<file path="config.mk">
export PLATFORM = sky130hd
export DESIGN_NAME = jk_cmd_sequencer
export DESIGN_NICKNAME = d
export VERILOG_FILES = /design/src/rtl/jk_seq_pkg.sv /design/src/rtl/jk_cmd_fifo.sv /design/src/rtl/jk_cmd_sequencer.sv
export SDC_FILE = /design/constraint.sdc
export NUM_CORES = 1
export LEC_CHECK = 0
export ABC_CLOCK_PERIOD_IN_PS = 2300
export CAP_MARGIN = 10
export CORE_MARGIN = 2
export CORE_UTILIZATION = 53
export CTS_BUF_LIST = sky130_fd_sc_hd__clkbuf_8
export DETAILED_ROUTE_END_ITERATION = 8
export GPL_ROUTABILITY_DRIVEN = 0
export GPL_TIMING_DRIVEN = 0
export HOLD_SLACK_MARGIN = 0.05
export PLACE_DENSITY_LB_ADDON = 0.3
export SLEW_MARGIN = 20
export SYNTH_ARGS = -nofsm -noshare
export SYNTH_HDL_FRONTEND = slang
export SYNTH_SLANG_ARGS = --single-unit
</file>
<file path="constraint.sdc">
create_clock -name clk -period 2.3 [get_ports clk]
set_input_delay 0.23 -clock clk [delete_from_list [all_inputs] [get_ports clk]]
set_output_delay 0.23 -clock clk [all_outputs]
set_load 0.02 [all_outputs]
</file>
<file path="src/rtl/jk_seq_pkg.sv">
// Shared types for the JK command sequencer.
// Op encodings, FSM states and the expected-state helper.
package jk_seq_pkg;

    typedef enum logic [1:0] {
        OP_HOLD   = 2'b00,
        OP_SET    = 2'b01,
        OP_RESET  = 2'b10,
        OP_TOGGLE = 2'b11
    } op_e;

    typedef enum logic [1:0] {
        IDLE  = 2'd0,
        DRIVE = 2'd1,
        WAIT  = 2'd2,
        CHECK = 2'd3
    } state_e;

    function automatic logic next_exp(
        input op_e  op,
        input logic cur
    );
        logic nxt;
        nxt = cur;
        unique case (1'b1)
            (op == OP_SET):    nxt = 1'b1;
            (op == OP_RESET):  nxt = 1'b0;
            (op == OP_TOGGLE): nxt = ~cur;
            default:           nxt = cur;
        endcase
        return nxt;
    endfunction

endpackage

</file>
<file path="src/rtl/jk_cmd_fifo.sv">
// Command FIFO for the JK sequencer.
// Wrap-bit pointers, first-word-fall-through read.
module jk_cmd_fifo #(
    parameter int DEPTH = 4,
    parameter int W     = 6
) (
    input  logic                         clk,
    input  logic                         rst,
    input  logic                         push,
    input  logic [W-1:0]                 wdata,
    input  logic                         pop,
    output logic [W-1:0]                 rdata,
    output logic [$clog2(DEPTH+1)-1:0]   level,
    output logic                         full,
    output logic                         empty
);

    localparam int AW = $clog2(DEPTH);
    localparam int LW = $clog2(DEPTH+1);

    logic [W-1:0] mem [DEPTH];
    logic [AW:0]  wr_ptr;
    logic [AW:0]  rd_ptr;
    logic         do_push;
    logic         do_pop;

    assign level   = LW'(wr_ptr - rd_ptr);
    assign full    = (level == LW'(DEPTH));
    assign empty   = (level == '0);
    assign do_push = push && !full;
    assign do_pop  = pop && !empty;
    assign rdata   = mem[rd_ptr[AW-1:0]];

    // Pointer update; a flush on reset empties the queue.
    always_ff @(posedge clk or posedge rst) begin
        if (rst) begin
            wr_ptr <= '0;
            rd_ptr <= '0;
        end else begin
            if (do_push) wr_ptr <= wr_ptr + 1'b1;
            if (do_pop)  rd_ptr <= rd_ptr + 1'b1;
        end
    end

    // Storage write; contents are don't-care until pushed.
    always_ff @(posedge clk) begin
        if (do_push) mem[wr_ptr[AW-1:0]] <= wdata;
    end

endmodule

</file>
<file path="src/rtl/jk_cmd_sequencer.sv">
// Drives j/k of a JK FSM from queued commands.
// Checks q feedback against an expected-state model.
module jk_cmd_sequencer
    import jk_seq_pkg::*;
#(
    parameter int DEPTH  = 4,
    parameter int CNT_W  = 4,
    parameter int FB_LAT = 2
) (
    input  logic                         clk,
    input  logic                         rst,
    input  logic                         cmd_valid,
    output logic                         cmd_ready,
    input  logic [1:0]                   cmd_op,
    input  logic [CNT_W-1:0]             cmd_rep,
    output logic                         j,
    output logic                         k,
    input  logic                         q_fb,
    input  logic                         err_clr,
    output logic                         err,
    output logic                         busy,
    output logic [$clog2(DEPTH+1)-1:0]   level
);

    localparam int WW = (FB_LAT > 1) ? $clog2(FB_LAT) : 1;

    state_e             state;
    state_e             nstate;
    op_e                op_r;
    logic [CNT_W-1:0]   rem_r;
    logic [WW-1:0]      wcnt;
    logic               exp_r;
    logic [CNT_W+1:0]   head;
    logic               full;
    logic               empty;
    logic               push;
    logic               pop;
    logic               dec_rem;
    logic               mismatch;
    logic [1:0]         nxt_op;

    assign cmd_ready = !full;
    assign push      = cmd_valid && cmd_ready;
    assign busy      = (state != IDLE) || !empty;

    jk_cmd_fifo #(
        .DEPTH (DEPTH),
        .W     (CNT_W + 2)
    ) u_fifo (
        .clk   (clk),
        .rst   (rst),
        .push  (push),
        .wdata ({cmd_rep, cmd_op}),
        .pop   (pop),
        .rdata (head),
        .level (level),
        .full  (full),
        .empty (empty)
    );

    // State register.
    always_ff @(posedge clk or posedge rst) begin
        if (rst) state <= IDLE;
        else     state <= nstate;
    end

    // Next state, pop/repeat decisions and feedback compare.
    always_comb begin
        nstate   = state;
        pop      = 1'b0;
        dec_rem  = 1'b0;
        mismatch = 1'b0;
        unique case (state)
            IDLE: begin
                if (!empty) begin
                    pop    = 1'b1;
                    nstate = DRIVE;
                end
            end
            DRIVE: nstate = WAIT;
            WAIT: begin
                if (wcnt == '0) nstate = CHECK;
            end
            CHECK: begin
                mismatch = (q_fb != exp_r);
                if (rem_r != '0) begin
                    dec_rem = 1'b1;
                    nstate  = DRIVE;
                end else if (!empty) begin
                    pop    = 1'b1;
                    nstate = DRIVE;
                end else begin
                    nstate = IDLE;
                end
            end
            default: nstate = IDLE;
        endcase
        nxt_op = pop ? head[1:0] : op_r;
    end

    // Command latch, counters, expected state, sticky error, j/k pulse.
    always_ff @(posedge clk or posedge rst) begin
        if (rst) begin
            op_r  <= OP_HOLD;
            rem_r <= '0;
            wcnt  <= '0;
            exp_r <= 1'b0;
            err   <= 1'b0;
            j     <= 1'b0;
            k     <= 1'b0;
        end else begin
            if (pop) begin
                op_r  <= op_e'(head[1:0]);
                rem_r <= head[CNT_W+1:2];
            end else if (dec_rem) begin
                rem_r <= rem_r - 1'b1;
            end
            if (state == DRIVE) begin
                wcnt  <= WW'(FB_LAT - 1);
                exp_r <= next_exp(op_r, exp_r);
            end else if (state == WAIT && wcnt != '0) begin
                wcnt <= wcnt - 1'b1;
            end
            err <= mismatch || (err && !err_clr);
            j   <= (nstate == DRIVE) && nxt_op[0];
            k   <= (nstate == DRIVE) && nxt_op[1];
        end
    end

endmodule

</file>
* Word level (Yosys, flattened, before mapping)
Memories as Yosys holds them, arrays and structs flattened.
Cells that the tools add are included.
** Word-level totals
- Input bits :: 11
- Output and inout bits :: 8
- Bits in registers :: 19
- Memories kept :: 1
- RAM bits :: 24
** Cells by class
- Bitwise logic cells :: 1
- $add $sub $neg :: 5
- Eq/ne operators :: 9
- Reductions and logical operators :: 20
- Multiplexer cells :: 19
** Memory list
- u_fifo.mem :: words 4, width 6, read ports 1, clocked after memory_dff 0, write ports 1, RTL line jk_cmd_fifo.sv:21 : logic [W-1:0] mem [DEPTH];
** Operators by type and width (count)
- 1-bit 2-to-1 mux :: 11
- 2-bit equality test, second input constant :: 4
- 4-bit 2-to-1 mux :: 2
- 2-bit one-hot mux with 4 select lines :: 1
- 1-bit logical AND :: 7
- 3-bit by 1-bit adder with 3-bit output, second input constant :: 2
- 2-bit by 1-bit equality test with 1-bit output, second input constant :: 3
- 2-bit 2-to-1 mux :: 3
- 2-bit nonzero test :: 3
- 4-bit nonzero test :: 1
- 4-bit by 1-bit subtractor with 4-bit output, second input constant :: 1
- 3-bit equality test, second input constant :: 1
- 1-bit zero test :: 3
- 3-bit zero test :: 1
- 1-bit one-hot mux with 3 select lines :: 1
- 3-bit nonzero test :: 1
- 3-bit subtractor :: 1
- 2-bit zero test :: 1
- 1-bit logical OR :: 2
- 1-bit one-hot mux with 2 select lines :: 1
- 2-bit AND reduction :: 1
- 1-bit != test :: 1
- 1-bit NOT :: 1
- 1-bit subtractor, second input constant :: 1

* Logic depth before layout (Yosys ltp)
- Word-level depth :: 7
- Gate-level depth with buffers :: 8
- Depth with buffers taken out :: 7

* Cells and area by module
From an unflattened synthesis, not the netlist that was laid out.
** Second synthesis, totals
- Cell total of the unflattened synthesis :: 141
- Area, all modules :: 2048.2 um^2
** Modules (own cells, without submodules)
- jk_cmd_fifo :: cells an instance 76, instances 1, area each 1340.0 um^2
- jk_cmd_sequencer :: cells an instance 65, instances 1, area each 708.2 um^2

* Worst setup path after synthesis
Ideal clock, no wire load.
- Kind :: register to register
- Start point :: reg u_fifo.wr_ptr[0]
- End point :: mem u_fifo.mem[3][0], enable pin
- Required time :: 1.972 ns
- Data arrival time :: 1.905 ns
- Setup time :: 0.328 ns
- Stages on the path, launching flop included :: 7
- Slack :: 0.067 ns
- Cell sequence :: dfrtp_1 inv_1 ha_1 fa_1 xor3_2 a31oi_4 and2_1
** On the way
- Cells in the longest elaborated chain, start to end :: 7
** Ends and longest elaborated chain
- start, declared :: RTL line jk_cmd_fifo.sv:22 : logic [AW:0] wr_ptr;
- start signal, assigned :: RTL line jk_cmd_fifo.sv:40 : if (do_push) wr_ptr <= wr_ptr + 1'b1;
- 3-bit subtractor * :: RTL line jk_cmd_fifo.sv:27 : assign level = LW'(wr_ptr - rd_ptr);
- named net level[2] :: RTL line jk_cmd_sequencer.sv:22 : output logic [$clog2(DEPTH+1)-1:0] level
- 3-bit equality test * :: RTL line jk_cmd_fifo.sv:28 : assign full = (level == LW'(DEPTH));
- 1-bit zero test * :: RTL line jk_cmd_fifo.sv:30, jk_cmd_sequencer.sv:42
- 1-bit logical AND :: RTL line jk_cmd_sequencer.sv:43 : assign push = cmd_valid && cmd_ready;
- 1-bit logical AND * :: RTL line jk_cmd_fifo.sv:30 : assign do_push = push && !full;
- 1-bit 2-to-1 mux * :: RTL line jk_cmd_fifo.sv:47 : if (do_push) mem[wr_ptr[AW-1:0]] <= wdata;
- 1-bit 2-to-1 mux (not written as such) * :: RTL line jk_cmd_fifo.sv:47
- end, declared :: RTL line jk_cmd_fifo.sv:21
The timed path passes the listed nets; every way through them passes the cells marked *.

* Final worst setup path
- Start point :: reg u_fifo.rd_ptr[0]
- End point :: out cmd_ready
** On the way
- Cells in the longest elaborated chain, start to end :: 3
** Ends and longest elaborated chain
- start, declared :: RTL line jk_cmd_fifo.sv:23 : logic [AW:0] rd_ptr;
- start signal, assigned :: RTL line jk_cmd_fifo.sv:41 : if (do_pop) rd_ptr <= rd_ptr + 1'b1;
- 3-bit subtractor :: RTL line jk_cmd_fifo.sv:27
- 3-bit equality test :: RTL line jk_cmd_fifo.sv:28
- 1-bit zero test :: RTL line jk_cmd_sequencer.sv:42 : assign cmd_ready = !full;
- end, declared :: RTL line jk_cmd_sequencer.sv:13 : output logic cmd_ready,
No other way between the ends.

==> results.json <==
{
  "setup_viol_count_final": 0,
  "wl_met3_um": 152,
  "worst_pin_slew_ns": 0.722,
  "combinationalPowerShare": 0.536,
  "cts_root_buf": "clkbuf_8",
  "synth-edff-count": 24,
  "grt_pass1_wl_um": 5470,
  "worstPathArrival_ns": 1.99,
  "r2r_start": "u_fifo.rd_ptr[0]",
  "ant_nets": 0,
  "dr.pass1.iters": 4,
  "dr.max_layer_used": "met4",
  "yosysMostFrequentCell": "edfxtp_1",
  "yosysWarnings": 0,
  "wl_met2_um": 1680,
  "post-place-ws_ns": -0.123,
  "slew_headroom": 0.518,
  "area_delta_synth_final_pct": 20.6,
  "power.density_nw_per_um2": 1540,
  "vdd_drop_max_mv": 1.00,
  "cts_buffer_depth": 2,
  "port_buffers": 18,
  "final_cell_count_no_fill": 214,
  "drt-met1-wl_um": 1320,
  "cts_hold_buf": 0,
  "num_vias": 1110,
  "wl_per_cell_um": 15.0,
  "synth-seq-cells": 43,
  "hp-class": "in -> async",
  "period_needed_ns": 2.22,
  "placed_cells": 198,
  "r2r_end": "u_fifo.rd_ptr[1]",
  "leakagePower_uw": 0.000980,
  "drtIter0Drc": 80,
  "fillCellCount": 278,
  "num_antenna_cells": 0,
  "timing.hold.ws_ns": 0.347,
  "final_nets": 190,
  "end_kind": "output pin",
  "finalWirelength_um": 3200,
  "drv_cap": 0,
  "syn_inst": 132,
  "ios": 19,
  "start_util": 0.548,
  "yosysSeqAreaShare": 0.601,
  "rsz0062_at_grt": "no",
  "yosys.area.top_type": "edfxtp_1",
  "critPathRequiredTime_ns": 2.07,
  "reg2reg_slack_ns": 0.11,
  "path_class": "reg -> out",
  "synth_flop_cell": "edfxtp_1",
  "yosys.area.top_type_share": 0.362,
  "period_share": 0.966,
  "core_sq_um": 3630,
  "synth_common_cells": "edfxtp_1 (24), dfrtp_1 (19), inv_1 (15), ha_1 (13), mux4_2 (6)",
  "seqPwrFrac": 0.336,
  "async_flop_share": 0.442,
  "tns_ns": 0,
  "finalHoldViolCount": 0,
  "syn_area_per_cell_sq_um": 15.1,
  "max_freq_mhz": 450,
  "cts_tree": "done",
  "drive_gt1_frac": 0.271,
  "grt_use_total": 0.179,
  "die_area_sq_um": 4260,
  "status": "complete, no violations",
  "synth.distinct_cells": 34,
  "clk_latency_ns": 0.29,
  "critPathLaunchType": "flop",
  "grt_overflow": 0,
  "synth_area_leaders": "edfxtp_1 (36%), dfrtp_1 (24%), ha_1 (8.2%)",
  "die_w_um": 65.3,
  "grt_pass1_vias": 1126,
  "switchingPower_uw": 1390,
  "clockPowerShare": 0.128,
  "vias_per_cell": 5.19,
  "synth_nets": 157,
  "maxSlewViolCount": 0,
  "r2r_cells": 7,
  "p_int_uw": 2320,
  "dpl.hpwl_um": 2340,
  "clock_sink_count": 43,
  "drc": 0,
  "cts-htree-levels": 2,
  "finClkSkew_ns": 0.00548,
  "grt_max_degree": 20,
  "setup_ws_ns": 0.0773,
  "rows": 22,
  "swShare": 0.375,
  "antenna_found_initial": 0,
  "cp_max_fo": 3,
  "cts_inserted_buffers": 5,
  "clk_pin_slew_ns": 0.08,
  "syn-cell-area_sq_um": 1990,
  "die_y_um": 65.3
}
[worst max-delay path by stage]
stage,slack [ns],from,endpoint
after floorplan,0.07,u_fifo.wr_ptr[0],u_fifo.mem[3][0]
after global placement,-0.09,u_fifo.wr_ptr[0],u_fifo.mem[3][2]
after detailed placement,-0.12,u_fifo.wr_ptr[0],busy
after CTS,-0.14,u_fifo.rd_ptr[0],busy
after global routing,0.0002,u_fifo.rd_ptr[0],cmd_ready
final,0.08,u_fifo.rd_ptr[0],cmd_ready
[per-layer routing]
metal  GRT usage  up-vias
li1            -      531
met3      0.0582        6
met4      0.0703        0
met5           0        -
met1       0.219      553
met2       0.297       20
[flip-flops by register name, indices dropped and copies added, names as in the netlist]
name	count
rem_r	4
err	1
op_r	2
k	1
exp_r	1
state	2
wcnt	1
u_fifo.rd_ptr	3
j	1
u_fifo.mem	24
u_fifo.wr_ptr	3
[metrics by stage]
step	cell area, sq um	total power, uW	util
2_1_floorplan	1990	2510	-
3_3_place_gp	2230	2950	0.614
3_5_place_dp	2230	3020	0.614
4_1_cts	2400	3730	0.661
5_1_grt	2400	3980	0.661
6_report	2400	3700	0.661
[cells by family after synthesis]
logic type	count (synthesis)	share of synthesized area
adders and majority gates	14	0.0917
buffers and inverters	18	0.0364
xor gates and xnor gates	9	0.0477
muxes	11	0.0992
AOI/OAI and AO/OA	13	0.0584
and+or+nand+nor	24	0.0660
DFF	43	0.601
[cell usage in the layout (no fill, tap or decap), drive strengths merged]
| cell | instances |
|---|---|
| clkbuf | 7 |
| or3b | 1 |
| a31oi | 2 |
| fa | 1 |
| and4bb | 1 |
| nor2b | 1 |
| nand2b | 1 |
| a21o | 1 |
| ha | 13 |
| a211oi | 1 |
| xor2 | 5 |
| mux2 | 4 |
| inv | 16 |
| xor3 | 1 |
| clkdlybuf4s50 | 14 |
| nand2 | 5 |
| mux2i | 1 |
| and2 | 4 |
| nor2 | 5 |
| xnor2 | 3 |
| nor3 | 1 |
| a21oi | 4 |
| clkinvlp | 2 |
| a221oi | 1 |
| o21ai | 2 |
| nand3 | 3 |
| dfrtp | 19 |
| o22a | 1 |
| o221ai | 1 |
| mux4 | 6 |
| edfxtp | 24 |
| dlygate4sd2 | 1 |
| nor3b | 2 |
| buf | 12 |
[critical path: stages, from the launching register on]
cell,delay (ns)
dfrtp_1,0.41
ha_2,0.20
fa_2,0.35
xor3_2,0.27
buf_4,0.17
buf_6,0.11
nand3_1,0.08
buf_6,0.12
[final cells by class]
| cell class | count | area [sq um] | area share |
|---|---|---|---|
| sequential | 43 | 1200 | 0.498 |
| multi-input combinational | 71 | 743 | 0.309 |
| timing repair buffer | 26 | 234 | 0.0974 |
| clock buffer | 5 | 68.8 | 0.0286 |
| tap | 48 | 60.1 | 0.0250 |
| inverter | 15 | 56.3 | 0.0234 |
| clock inverter | 3 | 23.8 | 0.00990 |
| buffer | 3 | 20.0 | 0.00833 |
[power by group through the flow]
stage	Sequential, uW	Clock [uW]	Combinational [uW]
global route	1270	540	2170
floorplan	1250	0	1270
CTS	1250	496	1980
finish	1250	474	1980
global placement	1250	0	1700
detailed placement	1270	0	1750
[what timing repair did]
| action | in CTS | in global routing |
|---|---|---|
| resized for setup | 25 | 4 |
| pin swaps | 3 | 1 |
| setup endpoints to repair | 31 | 35 |
| buffers inserted | 8 | 0 |
Power figures use the tool's default switching activity.
